$ cat src/rtl/demux4to1_dispatch.sv
// Dispatcher that steers a valid/ready word stream to one of four demux destinations,
// holding each word in an output register until the chosen destination accepts it.
module demux4to1_dispatch #(
    parameter int WIDTH     = 8,
    parameter int BURST_LEN = 2
) (
    input  logic             clk,
    input  logic             rst_n,
    input  logic             in_valid,
    output logic             in_ready,
    input  logic [WIDTH-1:0] in_data,
    input  logic [1:0]       in_dest,
    input  logic             mode,
    input  logic [3:0]       dest_en,
    output logic [1:0]       sel,
    output logic [WIDTH-1:0] out_data,
    output logic [3:0]       out_valid,
    input  logic [3:0]       out_ready,
    output logic             err_drop,
    output logic             busy
);

    typedef enum logic {
        IDLE = 1'b0,
        HOLD = 1'b1
    } state_t;

    localparam int CNT_W = (BURST_LEN < 1) ? 1 : $clog2(BURST_LEN + 1);
    localparam logic [CNT_W-1:0] BURST_MAX = CNT_W'(BURST_LEN);

    state_t           state_q, state_d;
    logic [1:0]       sel_q, sel_d;
    logic [WIDTH-1:0] data_q, data_d;
    logic [3:0]       valid_q, valid_d;
    logic             err_q, err_d;
    logic [1:0]       rr_ptr_q, rr_ptr_d;
    logic [CNT_W-1:0] burst_cnt_q, burst_cnt_d;

    logic             accept_s;
    logic             drop_s;
    logic             load_s;
    logic             transfer_s;
    logic [1:0]       dest_s;
    logic [CNT_W-1:0] cnt_next_s;

    function automatic logic [3:0] onehot4(input logic [1:0] idx);
        logic [3:0] vec;
        vec      = 4'b0000;
        vec[idx] = 1'b1;
        return vec;
    endfunction

    // First enabled destination at or after ptr, wrapping 3 -> 0.
    function automatic logic [1:0] rr_pick(input logic [1:0] ptr, input logic [3:0] en);
        logic [1:0] idx;
        logic [1:0] pick;
        logic       found;
        pick  = ptr;
        found = 1'b0;
        for (int i = 0; i < 4; i++) begin
            idx = ptr + 2'(i);
            if (!found && en[idx]) begin
                pick  = idx;
                found = 1'b1;
            end else begin
                found = found;
            end
        end
        return pick;
    endfunction

    assign in_ready  = rst_n & (|dest_en) & ((state_q == IDLE) | out_ready[sel_q]);
    assign sel       = sel_q;
    assign out_data  = data_q;
    assign out_valid = valid_q;
    assign err_drop  = err_q;
    assign busy      = (state_q == HOLD);

    // Accept/transfer decode and next-state computation for datapath and round-robin pointer.
    always_comb begin
        accept_s    = in_valid & in_ready;
        transfer_s  = (state_q == HOLD) & out_ready[sel_q];
        dest_s      = mode ? in_dest : rr_pick(rr_ptr_q, dest_en);
        drop_s      = accept_s & mode & ~dest_en[in_dest];
        load_s      = accept_s & ~drop_s;
        cnt_next_s  = (dest_s != rr_ptr_q) ? CNT_W'(1) : (burst_cnt_q + CNT_W'(1));

        state_d     = state_q;
        sel_d       = sel_q;
        data_d      = data_q;
        valid_d     = valid_q;
        err_d       = drop_s;
        rr_ptr_d    = rr_ptr_q;
        burst_cnt_d = burst_cnt_q;

        if (load_s) begin
            state_d = HOLD;
            sel_d   = dest_s;
            data_d  = in_data;
            valid_d = onehot4(dest_s);
        end else if (transfer_s) begin
            state_d = IDLE;
            valid_d = 4'b0000;
        end else begin
            state_d = state_q;
        end

        if (load_s && !mode) begin
            if (cnt_next_s == BURST_MAX) begin
                rr_ptr_d    = dest_s + 2'd1;
                burst_cnt_d = '0;
            end else begin
                rr_ptr_d    = dest_s;
                burst_cnt_d = cnt_next_s;
            end
        end else begin
            rr_ptr_d    = rr_ptr_q;
            burst_cnt_d = burst_cnt_q;
        end
    end

    // State and output registers; reset drops any held word.
    always_ff @(posedge clk or negedge rst_n) begin
        if (!rst_n) begin
            state_q     <= IDLE;
            sel_q       <= 2'd0;
            data_q      <= '0;
            valid_q     <= 4'b0000;
            err_q       <= 1'b0;
            rr_ptr_q    <= 2'd0;
            burst_cnt_q <= '0;
        end else begin
            state_q     <= state_d;
            sel_q       <= sel_d;
            data_q      <= data_d;
            valid_q     <= valid_d;
            err_q       <= err_d;
            rr_ptr_q    <= rr_ptr_d;
            burst_cnt_q <= burst_cnt_d;
        end
    end

endmodule

$ cat config.mk
export PLATFORM = sky130hd
export DESIGN_NAME = demux4to1_dispatch
export DESIGN_NICKNAME = d
export VERILOG_FILES = /design/src/rtl/demux4to1_dispatch.sv
export SDC_FILE = /design/constraint.sdc
export NUM_CORES = 1
export LEC_CHECK = 0
export ABC_AREA = 1
export CAP_MARGIN = 20
export CORE_MARGIN = 10
export CORE_UTILIZATION = 40
export CTS_CLUSTER_DIAMETER = 30
export DETAILED_ROUTE_END_ITERATION = 7
export GPL_TIMING_DRIVEN = 0
export PLACE_DENSITY = 0.69
export SLEW_MARGIN = 30
export SYNTH_ARGS = -nofsm -noshare
export SYNTH_HDL_FRONTEND = slang
export SYNTH_SLANG_ARGS = --single-unit
$ cat constraint.sdc
create_clock -name clk -period 2.7 [get_ports clk]
set_input_delay 0.54 -clock clk [delete_from_list [all_inputs] [get_ports clk]]
set_output_delay 0.54 -clock clk [all_outputs]
set_load 0.01 [all_outputs]
# After elaboration in Yosys (flattened, before gate mapping)
# Index checks and enable logic that the tools add are counted.
# classes
add_sub_neg,5
order_cmp,8
eq_ne,2
n_mux,28
bitwise,11
n_reduce_logical,11
# ops
operator,n
< comparator 2 x 3 -> 1 bit (second input constant),7
two-way mux 2 bit,7
binary-select mux 1 bit (select 2 bit),6
two-way mux 1 bit,12
two-way mux 4 bit,2
bitwise AND 1 bit,7
adder 2 x 1 -> 2 bit (second input constant),3
logical AND 1 bit,5
adder 2 bit (second input constant),2
logical NOT 1 bit,4
OR reduction 4 bit,1
inverter 1 bit,3
demux 1 bit (select 2 bit),1
== test 2 bit (second input constant),1
greater-or-equal comparator 2 x 1 -> 1 bit (second input constant),1
!= test 2 bit,1
nonzero test 2 bit,1
bitwise OR 1 bit,1
# word_totals
register_bits,20
elab_cells,72

# Depth between registers and ports, before layout
# depth
depth_word,18
mapped_depth,19
depth_no_buf,18

# Worst setup path before layout
# OpenSTA, ideal clock, no wires.
# synth_timing
path_kind,input to register
from,input dest_en[0]
to,register rr_ptr_q[1]
setup_ns,0.118
t_arrival_ns,1.866
required_ns,2.582
path_slack_ns,0.717
path_stages,17
cell_sequence,inv_1 > nand2_1 > nand2_1 > nand2_1 > nand2_2 > nand2_2 > nor2_4 > nor2_1 > nand2_1 > nand3_1 > nand2_1 > inv_1 > ha_1 > inv_1 > nand3_1 > nand3_1 > nand2_1
# synth_via
elab_chain_cells,17
# synth_lines
element,line,source
start: declaration,14,"input logic [3:0] dest_en,"
binary-select mux 1 bit (select 2 bit),62,if (!found && en[idx]) begin
two-way mux 1 bit (implied by the code),62,
two-way mux 1 bit,62,
logical NOT 1 bit,62,
logical AND 1 bit,62,
two-way mux 1 bit,62,
logical NOT 1 bit,62,
logical AND 1 bit,62,
(+2 left out),-,
logical AND 1 bit,62,
two-way mux 2 bit (*),62,
two-way mux 2 bit (*),83,"dest_s = mode ? in_dest : rr_pick(rr_ptr_q, dest_en);"
net dest_s[0],43,logic [1:0] dest_s;
!= test 2 bit,86,cnt_next_s = (dest_s != rr_ptr_q) ? CNT_W'(1) : (burst_cnt_q + CNT_W'(1));
two-way mux 2 bit,86,
== test 2 bit,109,if (cnt_next_s == BURST_MAX) begin
two-way mux 2 bit (*),109,
end signal: assignment,138,rr_ptr_q <= rr_ptr_d;
end: declaration,36,"logic [1:0] rr_ptr_q, rr_ptr_d;"
# The timed path passes the listed nets; every way through them passes the cells marked *. The select of a mux whose other input is x is not followed.
# A chain may end at the register's enable or synchronous reset.

# Worst setup path after layout
# layout_timing
from,input out_ready[1]
to,output in_ready
# layout_via
elab_chain_cells,4
# layout_lines
element,line,source
start: declaration,18,"input logic [3:0] out_ready,"
binary-select mux 1 bit (select 2 bit),72,assign in_ready = rst_n & (|dest_en) & ((state_q == IDLE) | out_ready[sel_q]);
two-way mux 1 bit (implied by the code),72,
bitwise OR 1 bit,72,
bitwise AND 1 bit,72,
end: declaration,10,"output logic in_ready,"
# No other way between the ends. The select of a mux whose other input is x is not followed.

==> out/metrics.yaml <==
clock-sinks: 20
crit_path_cell_trace: "clkdlybuf4s50_1, nand2_1, nand3_1, nand2_1, nand2_1, nand2_1, a41oi_2, dlygate4sd2_1"
cts.path.max_buffers: 2
period_share_pct: 90.78
worst_path_most_repeated_cell: "nand2_1"
dpl-instance-area_um2: 1790
tns_ns: 0
critPathLaunchType: "input pin"
pwr_density_cell_nw_per_um2: 969.4
clkLatencyLatePin_ns: 0.31
layout_commonest_cell: "nand2_1"
area_delta_synth_final_pct: 34.62
finalPower_w: 0.001778
die_y_um: 78.37
grt_overflow: 0
cp-end-kind: "output pin"
nNetsFinal: 266
post-route-drc-count: 0
cts-resized-gates: 5
boundaryPins: 39
r2r_setup_slack_ns: 0.49
mostFrequentLayoutCells: "94 x nand2_1, 35 x clkdlybuf4s50_1, 20 x dfrtp_1"
gr-usage-all-layers_pct: 10.66
diodes: 0
row_count: 21
die_x_um: 78.37
dr_total_vias: 1326
synthesis.area_um2: 1363
viasPerCell: 4.653
slew_viol_final: 0
place_hpwl_um: 2597
grt_max_degree: 22
cp_slowest_cell: "clkdlybuf4s50_1"
io_buffer_count: 37
grt_pass1_wl_um: 5499
synthesis.nets: 224
die_area_um2: 6141
period_needed_ns: 2.451
max-slew-margin-rel_pct: 64.26
path_max_fanout: 3
worstHoldPathType: "input pin to async pin"
drt.antenna.violating_nets: 0
antenna_found_initial: 0
synth-seq-area-share_pct: 36.73
ys_types: 23
synth_top_area_share_pct: 36.73
gp_congestion: 0.8189
tightestPinTransition_ns: 0.5361
core_um2: 3311
setup_viol: 0
cts_tree: "yes"
routed_wl_um: 3195
grt_pass1_vias: 1210
cts.hold.buffers_added: 0
layout-drive-gt1-share_pct: 12.13
status: "complete, no violations"
yosysTopAreaCell: "dfrtp_1"
avgSynthCellArea_um2: 6.882
post_cts_buffers: 0
cellLeakagePower_nw: 0.9559
finalHoldViolCount: 0
required_ns: 2.16
cp.arrival_ns: 1.91
cts_buffers: 3
drt_first_pass_iters: 4
clock-root-buffer: "clkbuf_4"
avgRoutedWirePerCell_um: 11.21
synth_cells: 198
worst-setup-path-type: "input pin to output pin"
drtIter0Drc: 63
fin_area_um2: 1834
clkTransAtPathRegs_ns: 0.12
drv_cap: 0
htree_levels: 1
max_freq_mhz: 408.0
ys_warn_count: 0
ys_ff_latch: 20
clock_skew_ns: 0.009673
rsz0062_at_grt: "no"
cpPeakStageDelay_ns: 0.46
synthTopCellsByArea: "dfrtp_1 37%, nand2_1 26%, nand3_1 7.0%"
vdd_drop_max_uv: 465.3
start_util_pct: 41.16
## routing by layer
layer	vias up	track usage, %	part of all wire, %
met4	0	3.226	1.2
met3	4	2.847	4.8
met5	-	0	0
met1	589	13.89	49
li1	703	-	-
met2	30	16.78	45
## synth_stat cells
master    number
nor2_1         4
a21oi_1        3
buf_4          1
nand4_1        1
nor2_2         1
a211oi_1       1
clkinv_4       1
nand2_1       94
nand2_4        3
nand2_2        8
nand3_2        3
clkbuf_1       2
dfrtp_1       20
inv_1         16
ha_1           4
nand3_1       19
o211ai_1       2
nor2_4         2
a41oi_1        1
buf_6          2
inv_2          2
o21ai_0        5
o21ai_1        3
## flip-flops by register name, indices dropped and copies added, names as in the netlist
signal and count:
out_data 8, burst_cnt_q 2, busy 1, err_drop 1, out_valid 4, sel 2, rr_ptr_q 2
## metrics by stage
| step | hold slack, ns | worst slack (ns) | utilization, % | cells |
|---|---|---|---|---|
| floorplan | 0.2444 | 0.7165 | - | 198 |
| global placement | 0.4613 | -0.6278 | 54.08 | 281 |
| detailed placement | 0.4644 | -0.6266 | 54.08 | 281 |
| finish | 0.2805 | 0.2491 | 55.40 | 285 |
| global route | 0.2925 | 0.06352 | 55.40 | 285 |
| CTS | 0.2883 | 0.2164 | 55.40 | 285 |
## power breakdown
part | switching, W | leakage [nW] | internal, W | total, W
Combinational | 0.000644 | 0.680 | 0.000475 | 0.00112
Clock | 0.0000943 | 0.0210 | 0.0000824 | 0.000177
Sequential | 0.0000696 | 0.255 | 0.000413 | 0.000483
Total | 0.000808 | 0.956 | 0.000970 | 0.00178
## final timing paths
check | startpoint | to | cells after the start
max reg2reg | rr_ptr_q[1]$_DFFE_PN0P_ | rr_ptr_q[1]$_DFFE_PN0P_ | 17
max in group asynchronous | rst_n | out_data[2]$_DFFE_PN0P_ | 1
min | rst_n | out_data[3]$_DFFE_PN0P_ | 1
max | out_ready[1] | in_ready | 8
min in group clk | out_data[0]$_DFFE_PN0P_ | out_data[0]$_DFFE_PN0P_ | 2
min reg2reg | out_data[0]$_DFFE_PN0P_ | out_data[0]$_DFFE_PN0P_ | 2
## cells by family (layout without fill, tap and decap cells)
group,Yosys count,count (layout),synth area share (%)
flip-flops,20,20,36.73
buffers and inverters,24,65,8.357
AO/OA/AOI/OAI,15,15,6.335
AND/OR/NAND/NOR,135,135,44.90
adder cells (fa/ha/maj),4,4,3.673
## critical path, delay by kind of cell
| family | cells | cell delay (ns) |
|---|---|---|
| AOI/OAI and AO/OA | 1 | 0.24 |
| and+or+nand+nor | 5 | 0.37 |
| buffers and inverters | 2 | 0.77 |
## cell type report
type	instances	area [um2]
Clock buffer	4	36.28
Sequential cell	20	500.5
Tap cell	46	57.56
Inverter	19	76.32
Buffer	5	37.54
Fill cell	344	1476
Multi-Input combinational cell	154	755.7
Timing Repair Buffer	37	370.4
(Power assumes the default switching activity.)
